## src/rtl/hazard_ctrl.sv

```systemverilog
// Hazard detection, forwarding select and HI/LO busy tracking for the 5-stage MIPS pipeline.
// Stall/forward outputs are combinational from the D inputs and the E/M/W destination records.
module hazard_ctrl #(
  parameter int MULT_CYCLES = 5,
  parameter int DIV_CYCLES  = 10
) (
  input  logic       clk,
  input  logic       reset,
  input  logic [4:0] rs_d,
  input  logic [4:0] rt_d,
  input  logic [1:0] tuse_rs_d,
  input  logic [1:0] tuse_rt_d,
  input  logic [4:0] a3_d,
  input  logic [1:0] tnew_d,
  input  logic       md_use_d,
  input  logic       md_start_d,
  input  logic       md_div_d,
  output logic       stall,
  output logic       flush_e,
  output logic [1:0] fwd_rs_d,
  output logic [1:0] fwd_rt_d,
  output logic [1:0] fwd_rs_e,
  output logic [1:0] fwd_rt_e,
  output logic       fwd_rt_m,
  output logic       md_busy
);

  localparam logic [3:0] MULT_LD = 4'(MULT_CYCLES);
  localparam logic [3:0] DIV_LD  = 4'(DIV_CYCLES);

  logic [4:0] e_a3, e_rs, e_rt;
  logic [1:0] e_tnew;
  logic [4:0] m_a3, m_rt;
  logic [1:0] m_tnew;
  logic [4:0] w_a3;
  logic [1:0] w_tnew;
  logic [3:0] md_cnt;

  logic stall_rs, stall_rt, stall_md;
  logic [1:0] rt_m_sel;

  function automatic logic [1:0] age(input logic [1:0] t);
    return (t == 2'd0) ? 2'd0 : t - 2'd1;
  endfunction

  // Nearest stage whose result is already available; a3 = 0 passed for a stage disables it.
  function automatic logic [1:0] fwd_sel(
    input logic [4:0] x,
    input logic [4:0] ea3, input logic [1:0] etn,
    input logic [4:0] ma3, input logic [1:0] mtn,
    input logic [4:0] wa3, input logic [1:0] wtn
  );
    if (x == 5'd0)                     return 2'd0;
    else if (ea3 == x && etn == 2'd0)  return 2'd1;
    else if (ma3 == x && mtn == 2'd0)  return 2'd2;
    else if (wa3 == x && wtn == 2'd0)  return 2'd3;
    else                               return 2'd0;
  endfunction

  // Only the nearest writer decides; an older writer hidden behind it is irrelevant.
  function automatic logic op_stall(
    input logic [4:0] x, input logic [1:0] tuse,
    input logic [4:0] ea3, input logic [1:0] etn,
    input logic [4:0] ma3, input logic [1:0] mtn
  );
    if (x == 5'd0)      return 1'b0;
    else if (ea3 == x)  return etn > tuse;
    else if (ma3 == x)  return mtn > tuse;
    else                return 1'b0;
  endfunction

  assign stall_rs = op_stall(rs_d, tuse_rs_d, e_a3, e_tnew, m_a3, m_tnew);
  assign stall_rt = op_stall(rt_d, tuse_rt_d, e_a3, e_tnew, m_a3, m_tnew);
  assign stall_md = md_use_d && (md_cnt != 4'd0);
  assign stall    = stall_rs || stall_rt || stall_md;
  assign flush_e  = stall;
  assign md_busy  = (md_cnt != 4'd0);

  assign fwd_rs_d = fwd_sel(rs_d, e_a3, e_tnew, m_a3, m_tnew, w_a3, w_tnew);
  assign fwd_rt_d = fwd_sel(rt_d, e_a3, e_tnew, m_a3, m_tnew, w_a3, w_tnew);
  assign fwd_rs_e = fwd_sel(e_rs, 5'd0, 2'd0, m_a3, m_tnew, w_a3, w_tnew);
  assign fwd_rt_e = fwd_sel(e_rt, 5'd0, 2'd0, m_a3, m_tnew, w_a3, w_tnew);
  assign rt_m_sel = fwd_sel(m_rt, 5'd0, 2'd0, 5'd0, 2'd0, w_a3, w_tnew);
  assign fwd_rt_m = (rt_m_sel == 2'd3);

  always_ff @(posedge clk) begin
    if (reset) begin
      e_a3   <= 5'd0;
      e_tnew <= 2'd0;
      e_rs   <= 5'd0;
      e_rt   <= 5'd0;
      m_a3   <= 5'd0;
      m_tnew <= 2'd0;
      m_rt   <= 5'd0;
      w_a3   <= 5'd0;
      w_tnew <= 2'd0;
      md_cnt <= 4'd0;
    end else begin
      w_a3   <= m_a3;
      w_tnew <= age(m_tnew);
      m_a3   <= e_a3;
      m_tnew <= age(e_tnew);
      m_rt   <= e_rt;
      if (stall) begin
        e_a3   <= 5'd0;
        e_tnew <= 2'd0;
        e_rs   <= 5'd0;
        e_rt   <= 5'd0;
      end else begin
        e_a3   <= a3_d;
        e_tnew <= tnew_d;
        e_rs   <= rs_d;
        e_rt   <= rt_d;
      end
      if (md_start_d && !stall)
        md_cnt <= md_div_d ? DIV_LD : MULT_LD;
      else if (md_cnt != 4'd0)
        md_cnt <= md_cnt - 4'd1;
    end
  end

endmodule

```

## config.mk

```make
export PLATFORM = sky130hd
export DESIGN_NAME = hazard_ctrl
export DESIGN_NICKNAME = d
export VERILOG_FILES = /design/src/rtl/hazard_ctrl.sv
export SDC_FILE = /design/constraint.sdc
export NUM_CORES = 1
export LEC_CHECK = 0
export BUFFER_PORTS_ARGS = -buffer_cell sky130_fd_sc_hd__buf_2
export CAP_MARGIN = 20
export CORE_ASPECT_RATIO = 0.6
export CORE_UTILIZATION = 35
export CTS_CLUSTER_SIZE = 12
export DETAILED_ROUTE_END_ITERATION = 7
export MAX_ROUTING_LAYER = met4
export SLEW_MARGIN = 20
export SYNTH_ARGS = -nofsm -noshare
export SYNTH_HDL_FRONTEND = slang
export SYNTH_SLANG_ARGS = --single-unit
```

## constraint.sdc

```tcl
create_clock -name clk -period 2 [get_ports clk]
set_input_delay 0.1 -clock clk [delete_from_list [all_inputs] [get_ports clk]]
set_output_delay 0.1 -clock clk [all_outputs]
set_load 0.02 [all_outputs]
```

After elaboration in Yosys (flattened, before gate mapping)

Cells that the tools add are included.

Bits in latches: 0
Memories kept: 0
ROM bits: 0
RAM bits: 0
Output and inout bits: 12
Register bits: 40
Logic and storage cells: 83

$add $sub $neg: 3
Order comparisons: 4
Divide/modulo/power cells: 0
Shifts and indexed selects: 0
Bitwise gates (word level): 0
Multiply operators: 0
Equality and inequality tests: 12
Reductions and logical operators: 29
Multiplexer cells: 25

Operators by type and width:

| operator                                         | count |
|---|---|
| == test 5 bit                                    | 11 |
| 2-to-1 mux 2 bit                                 | 16 |
| zero test 5 bit                                  | 5 |
| logical AND 1 bit                                | 13 |
| 2-to-1 mux 4 bit                                 | 3 |
| greater-than comparator 2 bit                    | 4 |
| zero test 2 bit                                  | 3 |
| 2-to-1 mux 1 bit                                 | 6 |
| OR reduction 2 bit                               | 3 |
| nonzero test 4 bit                               | 1 |
| subtractor 2 x 1 -> 2 bit, second input constant | 2 |
| subtractor 4 x 1 -> 4 bit, second input constant | 1 |
| == test 2 bit, second input constant             | 1 |
| logical OR 1 bit                                 | 2 |
| nonzero test 2 bit                               | 1 |
| zero test 1 bit                                  | 1 |

Logic depth before layout (Yosys ltp)

Word-level depth: 9
Depth in mapped cells: 9
Depth with buffers taken out: 9

Worst setup path before layout

Ideal clock, no wire load.

Path type: register to output
Start point: register md_cnt[0]
End point: output port stall
Data arrival time: 1.819 ns
Setup slack: 0.081 ns
Stages on the path, launching flop included: 10
Path buffers: 2
Path through: dfxtp_1 > inv_1 > ha_1 > nor3b_1 > inv_1 > nand2_1 > a21boi_2 > nand4_4 > buf_6 > buf_4

Word-level cells in the longest chain between the ends: 3

Ends and longest elaborated chain:

| element                  | RTL line | RTL |
|---|---|---|
| start: declaration       | 37       | `logic [3:0] md_cnt;` |
| start signal: assignment | 116      | `md_cnt <= md_div_d ? DIV_LD : MULT_LD;` |
| start signal: assignment | 118      | `md_cnt <= md_cnt - 4'd1;` |
| nonzero test 4 bit       | n/a      |  |
| via md_busy              | 25       | `output logic md_busy` |
| logical AND 1 bit        | 74       | `assign stall_md = md_use_d && (md_cnt != 4'd0);` |
| logical OR 1 bit         | 75       | `assign stall = stall_rs \|\| stall_rt \|\| stall_md;` |
| end: declaration         | 18       | `output logic stall,` |

The timed path passes the listed nets, and every way through them passes these cells.

Worst setup path after layout

Start point: register e_tnew[1]
End point: output port stall

Word-level cells in the longest chain between the ends: 5

Ends and longest elaborated chain:

| element                            | RTL line | RTL |
|---|---|---|
| start: declaration                 | 32       | `logic [1:0] e_tnew;` |
| start signal: assignment           | 111      | `e_tnew <= tnew_d;` |
| greater-than comparator 2 bit      | 67       | `else if (ea3 == x) return etn > tuse;` |
| 2-to-1 mux 1 bit                   | 67       |  |
| 2-to-1 mux 1 bit                   | 66       | `if (x == 5'd0) return 1'b0;` |
| logical OR 1 bit (*) (2 in series) | 75       |  |

Every way passes the cells marked *; elsewhere a longest branch is shown, timed or not.

==> flow_summary_export.csv <==
group,metric,value,unit
synthesis,synth_edf_count,0,
synthesis,synth.distinct_cells,33,
clock_tree,cts_buffer_depth,2,
synthesis,yosys.area_share.simple,0.270,
detailed_routing,drc,0,
sta,min_period,1900,ps
synthesis,synthCells,255,
pwr,power,0.00291,W
critical_path,cpPeakStageDelay,350,ps
floorplanning,die_w,108,microns
critical_path,slowest_stage,"dfxtp_2",
place,place_inst,370,
final_layout,drive_gt1_frac,0.337,
final_layout,multi_input_area,0.00152,sq mm
detailed_routing,viasPerCell,4.92,
sta,worst_slack,95.5,ps
sta,timing_hold_violations_final,0,
clock_tree,cts_tree,"done",
sta,max_slew.worst_pin.slew,839,ps
critical_path,crit_path_cell_trace,"ha_1 -> a21oi_2 -> a211oi_4 -> a21boi_4 -> nand4_4 -> buf_12 -> buf_4",
critical_path,endpoint_kind,"output port",
clock_tree,htree_levels,2,
pwr,ir_worst_vdd,0.749,mV
final_layout,register_area,817,sq um
synthesis,async_flop_share,0,
synthesis,yosys-top-cells-area,"dfxtp_1 34%, xor2_1 13%, xnor2_1 7.4%, ha_1 6.4%, nor3b_2 4.8%",
critical_path,crit_buf_inv,2,
detailed_routing,drt-total-wl,5920,microns
global_route,grt_pass1_vias,1731,
critical_path,crit_fanout,6,
global_route,grt_overflow_total,0,
sta,timing.fmax,525,MHz
place,dp_slack,85.3,ps
synthesis,netlist_area,0.00236,sq mm
sta,rsz0062_at_grt,"yes",
place,gp_congestion,0.789,
floorplanning,ios,38,
critical_path,cp_top_family,"compound AO/OA/AOI/OAI gates",
clock_tree,cts_sinks,40,
critical_path,cp.required,1900,ps
synthesis,ys_ff_latch,40,
clock_tree,path_clk_slew,70,ps
synthesis,yosysWarnings,0,
final_layout,diodes,0,
sta,setup_viol,0,
detailed_routing,ant_nets,0,
worst_hold_path,hold_path_class,"in2reg",
pwr,pwr_density_cell,1000,mW/mm^2
synthesis,post-synth-top-count-cell,"dfxtp_1",
floorplanning,core,0.00630,sq mm
run_status,outcome,"finished clean",
detailed_routing,initialDrtViolationCount,125,
global_route,grt_max_degree,43,
synthesis,synth_fa_ha_area_frac,0.0637,
final_layout,final_nets,338,
pwr,p_leak,1.29,nW
synthesis,yosysSeqAreaShare,0.340,
floorplanning,die-area,0.00708,sq mm
place,port_buffers,37,
global_route,grt_first_pass_wirelength,9140,microns
run,cap_viol_max_count,0,
sta,fin_worst_skew,5.13,ps
floorplanning,die_y,65.6,microns
detailed_routing,via_count,1888,
synthesis,synth-compound-area-share,0.0541,
synthesis,synth_commonest_cells,"40 x dfxtp_1, 35 x xor2_1, 20 x xnor2_1",
synthesis,synth_xor_area_frac,0.204,
synthesis,synth_top_family_by_area,"simple AND/OR/NAND/NOR gates",
sta,fin_crit_sh,0.952,
synthesis,yosys-mux-area-fraction,0.0170,
final_layout,final_cells,384,
floorplanning,initial_core_util,0.374,
floorplanning,fp-row-count,22,
detailed_routing,wl_per_cell,15.4,microns
sta,slew_viol_final,0,
place,dp_hpwl,4450,microns
detailed_routing,drt_first_pass_iters,4,
synthesis,ys.flop_type,"dfxtp_1",
clock_tree,root_buffer,"clkbuf_8",
clock_tree,cts_buffers,5,
synthesis,syn-num-nets,293,
final_layout,area_growth,23.2,%
clock_tree,clk_latency,280,ps
synthesis,yosysTopAreaCell,"dfxtp_1",
critical_path,crit_type,"reg2out",
global_route,antenna_found_initial,0,
sta,slew_headroom,0.441,
synthesis,avgSynthCellArea,9.24,sq um
final_layout,nFillCells,629,
global_route,grt_usage,0.181,
critical_path,cp.arrival,1800,ps
critical_path,crit_path_start_kind,"flop",
synthesis,synth_top_area_frac,0.340,
-- routing by layer --
metal  share of wire  track usage  vias to the layer above
met4          0.0071       0.0462                        0
met2            0.39        0.235                       44
li1                -            -                      951
met5               0            -                        -
met3           0.069       0.0327                        4
met1            0.53        0.277                      889
-- where the power goes --
| group | switching, W | total, W | internal, W | leakage [nW] |
|---|---|---|---|---|
| Sequential | 0.000150 | 0.00108 | 0.000932 | 0.333 |
| Clock | 0.000253 | 0.000490 | 0.000237 | 0.0410 |
| Combinational | 0.000684 | 0.00133 | 0.000649 | 0.917 |
-- final timing paths --
path         startpoint         to  slack (ps)  cells after the start
max           e_tnew[1]      stall         100                      7
max reg2reg   e_tnew[1]  e_tnew[0]         140                      8
min reg2reg   m_tnew[0]  w_tnew[0]         420                      1
min             a3_d[2]    e_a3[2]          70                      2
-- cells by family (layout without fill, tap and decap cells) --
group / after synthesis / after routing
and+or+nand+nor: 96 / 96
xor gates and xnor gates: 55 / 55
buffers and inverters: 29 / 74
muxes: 4 / 4
DFF: 40 / 40
adders and majority gates: 12 / 12
AOI/OAI and AO/OA: 19 / 19
-- worst register-to-register path, stage by stage, from the launching register on --
cell and delay [ps]:
dfxtp_2 350, ha_1 330, a21oi_2 190, a211oi_4 70, a21boi_4 180, nand4_4 100
buf_12 150, buf_4 190, nor3b_1 210
-- stage by stage --
step	setup TNS [ps]	utilization	instance area (sq um)	hold WS [ps]
5_1_grt	-68.9	0.461	2900	62.3
2_1_floorplan	0	-	2360	257
3_3_place_gp	0	0.423	2660	368
3_5_place_dp	0	0.423	2660	369
6_report	0	0.461	2900	65.0
4_1_cts	0	0.451	2840	59.0
-- registers in the layout, summed over array words and instances, names as in the netlist, 4 cells and up --
register,cells
md_cnt,4
m_a3,5
e_a3,5
m_rt,5
w_a3,5
e_rt,5
e_rs,5
-- cell type report --
class / instances / area share
flip-flops and latches: 40 / 0.281
multi-input cells: 186 / 0.523
inverters: 13 / 0.0168
clock buffers: 6 / 0.0250
well taps: 84 / 0.0362
clock inverters: 1 / 0.00172
repair buffers: 54 / 0.115
-- what timing repair did --
action | 4_1_cts | 5_1_grt
buffers inserted | 6 | 1
endpoints found under the hold margin | 0 | 0
setup endpoints to repair | 4 | 10
hold buffers | 0 | 0
gates resized for setup | 16 | 18
pin swaps | 1 | 6
-- placed cells by master (no fill, tap or decap), drive strengths merged --
cell type  instances
xnor2             20
nand4              2
and3               1
a211o              1
xor2              35
or2                2
nand3             10
nand2b             3
buf               54
or3                2
nor4               8
clkinv             1
nor2               6
nand2              9
ha                12
nor2b             15
mux2i              4
a211oi             4
dfxtp             40
inv               13
nand3b             3
and4               1
a21boi             1
or4                4
nor3              10
a21oi             11
nor3b             20
clkbuf             6
a221oi             2
Note: power is estimated with default switching activity, not from simulation.
